`src/rtl/jtag_cmd_sched_pkg.sv`:
```
// Shared opcodes, FSM state encoding and STATUS word layout for the JTAG command sequencer.
package jtag_cmd_sched_pkg;

  localparam logic [7:0] OP_NOP     = 8'h00;
  localparam logic [7:0] OP_HALT    = 8'h01;
  localparam logic [7:0] OP_RUN     = 8'h02;
  localparam logic [7:0] OP_STEP    = 8'h03;
  localparam logic [7:0] OP_SETADDR = 8'h04;
  localparam logic [7:0] OP_WRMEM   = 8'h05;
  localparam logic [7:0] OP_RDMEM   = 8'h06;
  localparam logic [7:0] OP_STATUS  = 8'h07;
  localparam logic [7:0] OP_CLRSTAT = 8'h08;

  typedef enum logic [2:0] {
    ST_IDLE,
    ST_DECODE,
    ST_MEM_REQ,
    ST_MEM_WAIT,
    ST_WRITEBACK
  } state_e;

  localparam int unsigned STAT_HALTED = 0;
  localparam int unsigned STAT_TMO    = 1;
  localparam int unsigned STAT_ERR    = 2;
  localparam int unsigned STAT_OVR    = 3;

  localparam logic [15:0] TMO_DATA = 16'hDEAD;

endpackage

```
`src/rtl/jtag_cmd_sched_if.sv`:
```
// Memory request/acknowledge bus between the command sequencer (master) and the MCU memory (slave).
interface jtag_cmd_sched_if #(
  parameter int unsigned ADDR_W = 16
);
  logic              memReq;
  logic              memWr;
  logic [ADDR_W-1:0] memAddr;
  logic [15:0]       memWData;
  logic              memAck;
  logic [15:0]       memRData;

  modport master (
    output memReq, memWr, memAddr, memWData,
    input  memAck, memRData
  );

  modport slave (
    input  memReq, memWr, memAddr, memWData,
    output memAck, memRData
  );
endinterface

```
`src/rtl/jtag_cmd_sched_edge.sv`:
```
// Registered rising-edge detector for the JTAG update-state level.
module jtag_edge_det (
  input  logic clk,
  input  logic rst,
  input  logic d_i,
  output logic rise_o
);
  logic d_q;

  always_ff @(posedge clk or posedge rst) begin
    if (rst) d_q <= 1'b0;
    else     d_q <= d_i;
  end

  assign rise_o = d_i & ~d_q;
endmodule

```
`src/rtl/jtag_cmd_sched.sv`:
```
// JTAG command sequencer: decodes update-strobed instructions into core control and memory accesses.
// Optional memory-ack timeout is enabled by defining JTAG_SCHED_TIMEOUT_EN.
module jtag_cmd_sched
  import jtag_cmd_sched_pkg::*;
#(
  parameter int unsigned ADDR_W  = 16,
  parameter int unsigned TIMEOUT = 255
) (
  input  logic                    clk,
  input  logic                    rst,
  input  logic                    jtagUpdate,
  input  logic [7:0]              jtagInstr,
  input  logic [15:0]             jtagDataIn,
  output logic                    jtagWrData,
  output logic [15:0]             jtagDataOut,
  jtag_cmd_sched_if.master        mem,
  output logic                    coreHalt,
  output logic                    coreStep,
  input  logic                    coreHalted,
  output logic                    busy
);

  state_e            state_q, state_d;
  logic [7:0]        instr_q, instr_d;
  logic [15:0]       data_q, data_d;
  logic [15:0]       result_q, result_d;
  logic [ADDR_W-1:0] addr_q, addr_d;
  logic              halt_q, halt_d;
  logic              step_q, step_d;
  logic              err_q, err_d;
  logic              ovr_q, ovr_d;
  logic              rise, err_set, ovr_set, clr_stat;
  logic              tmo_hit, tmo;
  logic [15:0]       status;

  jtag_edge_det u_edge (
    .clk    (clk),
    .rst    (rst),
    .d_i    (jtagUpdate),
    .rise_o (rise)
  );

  assign clr_stat = (state_q == ST_DECODE) && (instr_q == OP_CLRSTAT);

`ifdef JTAG_SCHED_TIMEOUT_EN
  localparam int unsigned CNT_W = (TIMEOUT > 255) ? $clog2(TIMEOUT + 1) : 8;
  logic [CNT_W-1:0] cnt_q;
  logic             tmo_q;

  // The counter holds the number of MEM_WAIT cycles already spent without ack.
  assign tmo_hit = (state_q == ST_MEM_WAIT) && !mem.memAck && (cnt_q == CNT_W'(TIMEOUT - 1));
  assign tmo     = tmo_q;

  always_ff @(posedge clk or posedge rst) begin
    if (rst) begin
      cnt_q <= '0;
      tmo_q <= 1'b0;
    end else begin
      cnt_q <= (state_q == ST_MEM_WAIT) ? cnt_q + 1'b1 : '0;
      if (tmo_hit)       tmo_q <= 1'b1;
      else if (clr_stat) tmo_q <= 1'b0;
    end
  end
`else
  assign tmo_hit = 1'b0;
  assign tmo     = 1'b0;
`endif

  always_ff @(posedge clk or posedge rst) begin
    if (rst) state_q <= ST_IDLE;
    else     state_q <= state_d;
  end

  always_comb begin
    state_d = state_q;
    unique case (state_q)
      ST_IDLE:      if (rise) state_d = ST_DECODE;
      ST_DECODE: begin
        if (instr_q == OP_WRMEM || instr_q == OP_RDMEM) state_d = ST_MEM_REQ;
        else if (instr_q == OP_STATUS)                  state_d = ST_WRITEBACK;
        else                                            state_d = ST_IDLE;
      end
      ST_MEM_REQ:   state_d = ST_MEM_WAIT;
      ST_MEM_WAIT:
        if (mem.memAck || tmo_hit) state_d = (instr_q == OP_WRMEM) ? ST_IDLE : ST_WRITEBACK;
      ST_WRITEBACK: state_d = ST_IDLE;
      default:      state_d = ST_IDLE;
    endcase
  end

  // memReq is a pure state decode so an async reset drops it without waiting for a clock.
  always_comb begin
    busy       = (state_q != ST_IDLE);
    mem.memReq = (state_q == ST_MEM_WAIT);
    mem.memWr  = (state_q == ST_MEM_WAIT) && (instr_q == OP_WRMEM);
    jtagWrData = (state_q == ST_WRITEBACK);
  end

  always_comb begin
    status              = '0;
    status[STAT_HALTED] = coreHalted;
    status[STAT_TMO]    = tmo;
    status[STAT_ERR]    = err_q;
    status[STAT_OVR]    = ovr_q;
  end

  always_comb begin
    instr_d  = instr_q;
    data_d   = data_q;
    result_d = result_q;
    addr_d   = addr_q;
    halt_d   = halt_q;
    step_d   = 1'b0;
    err_set  = 1'b0;
    ovr_set  = rise && (state_q != ST_IDLE);
    if (state_q == ST_IDLE && rise) begin
      instr_d = jtagInstr;
      data_d  = jtagDataIn;
    end
    if (state_q == ST_DECODE) begin
      case (instr_q)
        OP_HALT:    halt_d = 1'b1;
        OP_RUN:     halt_d = 1'b0;
        OP_STEP:    if (halt_q) step_d = 1'b1; else err_set = 1'b1;
        OP_SETADDR: addr_d = ADDR_W'(data_q);
        OP_STATUS:  result_d = status;
        OP_NOP, OP_WRMEM, OP_RDMEM, OP_CLRSTAT: ;
        default:    err_set = 1'b1;
      endcase
    end
    if (state_q == ST_MEM_WAIT) begin
      if (mem.memAck) begin
        addr_d = addr_q + 1'b1;
        if (instr_q == OP_RDMEM) result_d = mem.memRData;
      end else if (tmo_hit && instr_q == OP_RDMEM) begin
        result_d = TMO_DATA;
      end
    end
    err_d = err_set | (err_q & ~clr_stat);
    ovr_d = ovr_set | (ovr_q & ~clr_stat);
  end

  always_ff @(posedge clk or posedge rst) begin
    if (rst) begin
      instr_q  <= '0;
      data_q   <= '0;
      result_q <= '0;
      addr_q   <= '0;
      halt_q   <= 1'b1;
      step_q   <= 1'b0;
      err_q    <= 1'b0;
      ovr_q    <= 1'b0;
    end else begin
      instr_q  <= instr_d;
      data_q   <= data_d;
      result_q <= result_d;
      addr_q   <= addr_d;
      halt_q   <= halt_d;
      step_q   <= step_d;
      err_q    <= err_d;
      ovr_q    <= ovr_d;
    end
  end

  assign mem.memAddr  = addr_q;
  assign mem.memWData = data_q;
  assign jtagDataOut  = result_q;
  assign coreHalt     = halt_q;
  assign coreStep     = step_q;

endmodule

```
`src/flat_wrapper.sv`:
```
// flat-port wrapper written by rule: the top's interface ports become plain ports
module jtag_cmd_sched_flat import jtag_cmd_sched_pkg::*;
#(
  parameter int unsigned ADDR_W  = 16,
  parameter int unsigned TIMEOUT = 255
)
  (clk, rst, jtagUpdate, jtagInstr, jtagDataIn, jtagWrData, jtagDataOut, coreHalt, coreStep, coreHalted, busy, mem_memReq, mem_memWr, mem_memAddr, mem_memWData, mem_memAck, mem_memRData);
  jtag_cmd_sched_if #(.ADDR_W(ADDR_W)) mem_i ();
  input  logic clk;
  input  logic rst;
  input  logic jtagUpdate;
  input  logic [7:0] jtagInstr;
  input  logic [15:0] jtagDataIn;
  output logic jtagWrData;
  output logic [15:0] jtagDataOut;
  output logic coreHalt;
  output logic coreStep;
  input  logic coreHalted;
  output logic busy;
  output wire logic [$bits(mem_i.memReq)-1:0] mem_memReq;
  output wire logic [$bits(mem_i.memWr)-1:0] mem_memWr;
  output wire logic [$bits(mem_i.memAddr)-1:0] mem_memAddr;
  output wire logic [$bits(mem_i.memWData)-1:0] mem_memWData;
  input wire logic [$bits(mem_i.memAck)-1:0] mem_memAck;
  input wire logic [$bits(mem_i.memRData)-1:0] mem_memRData;
  assign mem_memReq = mem_i.memReq;
  assign mem_memWr = mem_i.memWr;
  assign mem_memAddr = mem_i.memAddr;
  assign mem_memWData = mem_i.memWData;
  assign mem_i.memAck = mem_memAck;
  assign mem_i.memRData = mem_memRData;
  jtag_cmd_sched #(.ADDR_W(ADDR_W), .TIMEOUT(TIMEOUT)) u_core (.clk(clk), .rst(rst), .jtagUpdate(jtagUpdate), .jtagInstr(jtagInstr), .jtagDataIn(jtagDataIn), .jtagWrData(jtagWrData), .jtagDataOut(jtagDataOut), .mem(mem_i), .coreHalt(coreHalt), .coreStep(coreStep), .coreHalted(coreHalted), .busy(busy));
endmodule
```
`config.mk`:
```
export PLATFORM = sky130hd
export DESIGN_NAME = jtag_cmd_sched_flat
export DESIGN_NICKNAME = d
export VERILOG_FILES = /design/src/rtl/jtag_cmd_sched_pkg.sv /design/src/rtl/jtag_cmd_sched_if.sv /design/src/rtl/jtag_cmd_sched_edge.sv /design/src/rtl/jtag_cmd_sched.sv /design/src/flat_wrapper.sv
export SDC_FILE = /design/constraint.sdc
export NUM_CORES = 1
export LEC_CHECK = 0
export BUFFER_PORTS_ARGS = -buffer_cell sky130_fd_sc_hd__buf_4
export CORE_AREA = 2 2 65 129
export CTS_CLUSTER_DIAMETER = 30
export DETAILED_ROUTE_END_ITERATION = 8
export DIE_AREA = 0 0 67 131
export HOLD_SLACK_MARGIN = 0.05
export SLEW_MARGIN = 5
export SYNTH_ARGS = -nofsm -noshare
export SYNTH_HDL_FRONTEND = slang
export SYNTH_SLANG_ARGS = --single-unit
export TNS_END_PERCENT = 10
```
`constraint.sdc`:
```
create_clock -name clk -period 2.4 [get_ports clk]
set_input_delay 0.24 -clock clk [delete_from_list [all_inputs] [get_ports clk]]
set_output_delay 0.24 -clock clk [all_outputs]
set_load 0.03 [all_outputs]
```
# Word-level counts from Yosys, hierarchy flattened
# Index checks and enable logic that the tools add are counted.
# totals
output_inout_bits	54
wordCells	66
register_bits	64
inputBits	45
# op_classes
eq_ne	14
add_sub_neg	1
n_reduce_logical	12
muxes	22
bitwise	7
# ops
cell	n
$mux 16	9
$eq 8x3->1 const B	4
$add 16x1->16 const B	1
$eq 8x2->1 const B	2
$mux 3	5
$pmux 3 s4	1
$eq 8x1->1 const B	1
$eq 8x4->1 const B	1
$logic_not 8->1	1
$reduce_or 8->1	1
$eq 3x2->1 const B	2
$mux 1	5
$logic_and 1x1->1	4
$ne 2x1->1 const B	2
$pmux 1 s2	2
$reduce_and 2->1	2
$and 1x1->1	3
$eq 3x1->1 const B	1
$eq 3x3->1 const B	1
$logic_not 3->1	1
$reduce_bool 3->1	1
$not 1->1	2
$or 1x1->1	2
$reduce_bool 2->1	1
$logic_or 1x1->1	1

# Longest topological paths before layout
# logic_depth
depth_word	6
depth_mapped	6
depth_no_buf	5

# Cells and area by module
# A second synthesis with hierarchy kept.
# unflattened
cells_unflattened	254
area_unflattened_um2	2951.6
# by_module_without_submodules
mod	cells_per_inst	n_inst	area_per_inst_um2	seq_area_each_um2
jtag_cmd_sched	251	1	2909.0	1577.8
jtag_edge_det	3	1	42.5	25.0

# Worst setup path before layout
# OpenSTA, ideal clock, no wires.
# synth_timing
kind	register to output
start	register u_core.instr_q[5]
end	output port mem_memWr
n_path_buf	0
path_slack_ps	222
t_required_ps	2160
t_arrival_ps	1938
path_stages_with_launch	4
path_cell_list	dfrtp_1 > nor4_1 > nand3_1 > nor3b_1
# synth_between
elab_chain_cells	2
# synth_lines
item	line_no	source
start, declared	jtag_cmd_sched.sv:24	logic [7:0] instr_q, instr_d;
start signal, assigned	jtag_cmd_sched.sv:154	instr_q <= instr_d;
$eq 8x3->1	jtag_cmd_sched.sv:95	mem.memWr = (state_q == ST_MEM_WAIT) && (instr_q == OP_WRMEM);
$logic_and 1x1->1	jtag_cmd_sched.sv:95	
end, declared	flat_wrapper.sv:21	output wire logic [$bits(mem_i.memWr)-1:0] mem_memWr;
# Every way passes these cells.

# Worst setup path in the final report
# layout_timing
start	register u_core.instr_q[5]
end	register u_core.result_q[8], in the netlist u_core.jtagDataOut[8]
# layout_between
elab_chain_cells	6
word_cells_on_any_way	7
classes_between	2 x eq/ne; 5 x mux
# layout_lines
item	line_no	source
$eq 8x3->1	jtag_cmd_sched.sv:121	case (instr_q)
$mux 16	jtag_cmd_sched.sv:121	
$mux 16	jtag_cmd_sched.sv:120	if (state_q == ST_DECODE) begin
$mux 16	jtag_cmd_sched.sv:134	if (instr_q == OP_RDMEM) result_d = mem.memRData;
$mux 16	jtag_cmd_sched.sv:132	if (mem.memAck) begin
$mux 16 (*)	jtag_cmd_sched.sv:131	if (state_q == ST_MEM_WAIT) begin
net u_core.result_d[8]	jtag_cmd_sched.sv:26	logic [15:0] result_q, result_d;
end signal, assigned	jtag_cmd_sched.sv:156	result_q <= result_d;
end, declared	jtag_cmd_sched.sv:26	
# Mark *: on every way through the listed nets, which the timed path passes. The rest lies on a longest branch.
# A chain may end at the register's enable or synchronous reset.

==> summary by stage <==
Status
The flow ran to the end, and the final reports show no timing, DRC or antenna violations.

Layout
The area of all placed cells without fillers is about 0.0043 mm2. Leaving out fill and tap cells, the most frequent cell in the layout is sky130_fd_sc_hd__buf_4. The non-filler instance count after layout is 478. 0 antenna diodes ended up in the layout.

The count of filler cells inserted in the layout is 732. The share of post-route cells with drive strength above 1 is approximately 40%. The number of nets in the layout is 423. In the layout the commonest cells are 107 x sky130_fd_sc_hd__buf_4, 63 x sky130_fd_sc_hd__dfrtp_1, 24 x sky130_fd_sc_hd__mux2_2.

The area growth from synthesis to layout is 40.31%.

Yosys
In the synthesized netlist, the number of instances is 272. The synthesized flop and latch total is 64. After synthesis, the netlist uses 52 different library cells. Yosys printed 0 warnings.

In this run the mean area of a mapped cell was 11.18 um2. The synthesized design contains 0 enable-type register cells. The async set-or-reset flop fraction in the synthesized netlist is 100.0%. The number of nets produced by synthesis is approximately 320. The synthesized area is 0.003042 mm2. Among all flip-flop cells after synthesis, the most frequent one is sky130_fd_sc_hd__dfrtp_1.

The sequential cell area fraction in the yosys report is 52.69%.

Global route
The global-route usage over all layers is between 10% and 20%. The number of global-route vias before repair is 2536. The global-route congestion overflow total is 0.

The number of antenna violations at the first check in global routing is 0. The first global-routing pass estimated 12.30 mm of wire. Entering global routing, the biggest net connects 40 pins.

CTS
After clock tree synthesis, the clock-pin slew on the worst setup and hold paths is 50 ps. Counting every sink on the clock net gives 64. The number of buffers inserted to repair setup after CTS is 0. The number of resized instances in the post-cts repair step is 0. The master cell of the clock root buffer is sky130_fd_sc_hd__clkbuf_16. CTS built an H-tree with a depth of 3. The clock tree buffer depth is 2. The clock insertion delay at the later pin of the skew report is 330 ps. The total CTS buffers is 9. The CTS tree is done.

Critical path
Data on the critical path arrives at its endpoint at 2380 ps. The launching point of the worst reg2reg path is u_core.instr_q[5]. STA puts the critical path data required time at 2610 ps.

The worst setup path is captured at a flop. The class of the most critical setup path is flop to flop. The reg-to-reg critical path endpoint is u_core.jtagDataOut[8]. Counting cells, the worst reg-to-reg path comes to 3.

The maximum fanout along the worst path is 13. The worst setup path is launched from a flop. The internal reg-to-reg setup slack is 230 ps.

Route
The routed wire length per instance is 16.03 um. The detailed router placed roughly 2600 vias in this run. For this run, design rule violations remaining after detail routing come to 0.

The via count normalized by instance count is about 5.5. The overall routed net length is 7.664 mm. The first TritonRoute pass finished after 4 iterations. After the first detailed-routing iteration, the DRC count stood at 167. The detail route stage leaves a number of antenna-violating nets equal to 0.

STA
The clock arrives with 3.708 ps of skew. The smallest hold slack is 125.8 ps. The normalized max-slew margin is 60.60%. The setup TNS is 0 ps. The total setup violations reported at the end of the flow is 0. Setup repair after global routing left no endpoint under its margin. The number of failing hold endpoints at the final stage is 0. The max-slew violation count is 0. The time the final worst path needs with I/O delays and setup is 2168 ps.

The worst setup slack after layout is 231.6 ps. Of the available clock period, the critical path in the final layout requires 90.35%. At the pin with the least slew margin, the transition time is 590.1 ps.

Static timing analysis puts the maximum clock frequency at 461.2 MHz.

Placement
Counting tap cells, the placed design contains a total of 460 instances. The standard cell area after detailed placement is 0.003911 mm2. At the end of routability-driven placement, the weighted congestion stood at 0.7838. Port buffering added 98 buffers. The worst-case setup slack after placement is 239.8 ps. The HPWL after detailed placement is roughly 5.4 mm.

Floorplanning
After floorplanning, the core was divided into 46 placement rows. The floorplan step defined a core boundary enclosing 0.007828 mm2. The die is 67 um wide. The area enclosed by the die boundary is 0.008777 mm2. From bottom edge to top edge, the die measures 131 um. Once the floorplan was initialized, standard cells occupied 38.86% of the core. The count of boundary I/O pins is 99.

Power
The sequential power share is between 30% and 40%. The analysis attributes to cell leakage a power of 1.995 nW. In this run switching power makes up between 30 and 40% of total power. In this run, the combinational gates consume 36.8% of the power. The power density over the cells is 1261 mW/mm2. The internal portion of the total power is around 3.3 mW. The worst-case IR drop observed on VDD is about 870 uV.

The reported net switching power is 2.087 mW. Of the total power, the clock network draws 27.3%.

Worst hold path
The class of the most critical hold timing path is input port to flop. The path with the worst hold slack has its endpoint at u_core.jtagDataOut[0]. The worst hold path was traced through 3 stages. The startpoint of the most critical hold path is mem_memRData[0].

Flow run
Max-cap violations in this run came to 0.
## worst max path at each step
stage	from	endpoint	slack, ps	cells after the start
after floorplan	u_core.instr_q[5]	mem_memWr	220	3
after global placement	u_core.instr_q[5]	u_core.jtagDataOut[7]	300	3
after detailed placement	u_core.instr_q[5]	u_core.jtagDataOut[8]	240	3
after CTS	u_core.instr_q[5]	u_core.jtagDataOut[10]	230	3
after global routing	u_core.instr_q[5]	u_core.jtagDataOut[15]	150	3
final	u_core.instr_q[5]	u_core.jtagDataOut[8]	230	3
## sequential cells by signal (all words and copies together) (netlist names)
register	count
u_core.jtagDataOut	16
u_core.coreHalt	1
u_core.coreStep	1
u_core.state_q	3
u_core.instr_q	8
u_core.mem.memWData	16
u_core.err_q	1
u_core.ovr_q	1
u_core.u_edge.d_q	1
u_core.mem.memAddr	16
## worst max-delay path, stage by stage (launching register included)
cell and delay [ps]:
sky130_fd_sc_hd__dfrtp_1 380, sky130_fd_sc_hd__or4_1 740, sky130_fd_sc_hd__or3_1 660, sky130_fd_sc_hd__a22o_1 270
## cell families after synthesis
group,share of synthesized area [%]
DFF,52.69
muxes,11.52
adders and majority gates,0.4113
xor gates and xnor gates,0.2880
and+or+nand+nor,17.36
AOI/OAI and AO/OA,14.69
buffers and inverters,3.044
## synth_stat cells (2+ instances only)
cell | n | area [um2]
sky130_fd_sc_hd__dfrtp_1 | 63 | 1577
sky130_fd_sc_hd__mux2_2 | 24 | 270.3
sky130_fd_sc_hd__nand2_1 | 18 | 67.56
sky130_fd_sc_hd__nand3_1 | 16 | 80.08
sky130_fd_sc_hd__a22o_1 | 15 | 131.4
sky130_fd_sc_hd__nor2_1 | 14 | 52.55
sky130_fd_sc_hd__o21ai_0 | 12 | 60.06
sky130_fd_sc_hd__a21oi_1 | 11 | 55.05
sky130_fd_sc_hd__clkbuf_1 | 10 | 37.54
sky130_fd_sc_hd__mux2i_1 | 8 | 80.08
sky130_fd_sc_hd__nor3_1 | 6 | 30.03
sky130_fd_sc_hd__inv_1 | 5 | 18.77
sky130_fd_sc_hd__nand4_1 | 5 | 31.28
sky130_fd_sc_hd__nor3b_1 | 4 | 30.03
sky130_fd_sc_hd__a31oi_1 | 3 | 18.77
sky130_fd_sc_hd__and4_1 | 3 | 26.28
sky130_fd_sc_hd__nand2b_1 | 3 | 18.77
sky130_fd_sc_hd__nor4_1 | 3 | 18.77
sky130_fd_sc_hd__o21ai_1 | 3 | 15.01
sky130_fd_sc_hd__o32ai_1 | 3 | 26.28
sky130_fd_sc_hd__or4_1 | 3 | 22.52
sky130_fd_sc_hd__a211oi_1 | 2 | 15.01
sky130_fd_sc_hd__a311oi_1 | 2 | 17.52
sky130_fd_sc_hd__a41oi_1 | 2 | 17.52
sky130_fd_sc_hd__and2_1 | 2 | 12.51
sky130_fd_sc_hd__buf_1 | 2 | 7.510
sky130_fd_sc_hd__buf_2 | 2 | 10.01
sky130_fd_sc_hd__nand3b_1 | 2 | 15.01
sky130_fd_sc_hd__nor2b_1 | 2 | 12.51
sky130_fd_sc_hd__nor4_4 | 2 | 42.54
## area by class of cell
type                    instances  area (um2)  share of cell area (%)
inverters                       5       18.77                  0.4398
clock inverters                 6       107.6                   2.521
clock buffers                  10       229.0                   5.365
flip-flops and latches         64        1603                   37.56
well taps                      96       120.1                   2.814
repair buffers                110       843.3                   19.76
multi-input cells             187        1346                   31.54
## per-stage QoR
step	total power, mW	utilization, %
5_1_grt	5.692	54.52
4_1_cts	5.430	54.52
3_5_place_dp	3.927	49.97
3_3_place_gp	3.879	49.97
6_report	5.383	54.52
2_1_floorplan	3.143	-
## layer usage
layer | global-route usage (%) | share of wire (%) | routed length (um) | vias up
li1 | - | - | - | 1241
met3 | 4.366 | 5.6 | 428 | 11
met1 | 23.43 | 42 | 3181 | 1290
met4 | 7.323 | 1.7 | 132 | 0
met2 | 29.99 | 51 | 3921 | 85
met5 | 0 | 0 | 0 | -
## power groups by stage
stage / clock network [mW] / registers, mW / logic (mW)
after global routing: 1.56 / 1.99 / 2.14
after floorplan: 0 / 2.28 / 0.861
after global placement: 0 / 1.91 / 1.97
final: 1.47 / 1.93 / 1.98
after CTS: 1.50 / 1.92 / 2.01
after detailed placement: 0 / 1.93 / 1.99
## what timing repair did
| action | CTS | global route |
|---|---|---|
| endpoints found under the hold margin | 26 | 0 |
| hold buffers | 2 | 0 |
| setup endpoints to repair | 0 | 0 |
Note: power is estimated with default switching activity, not from simulation.
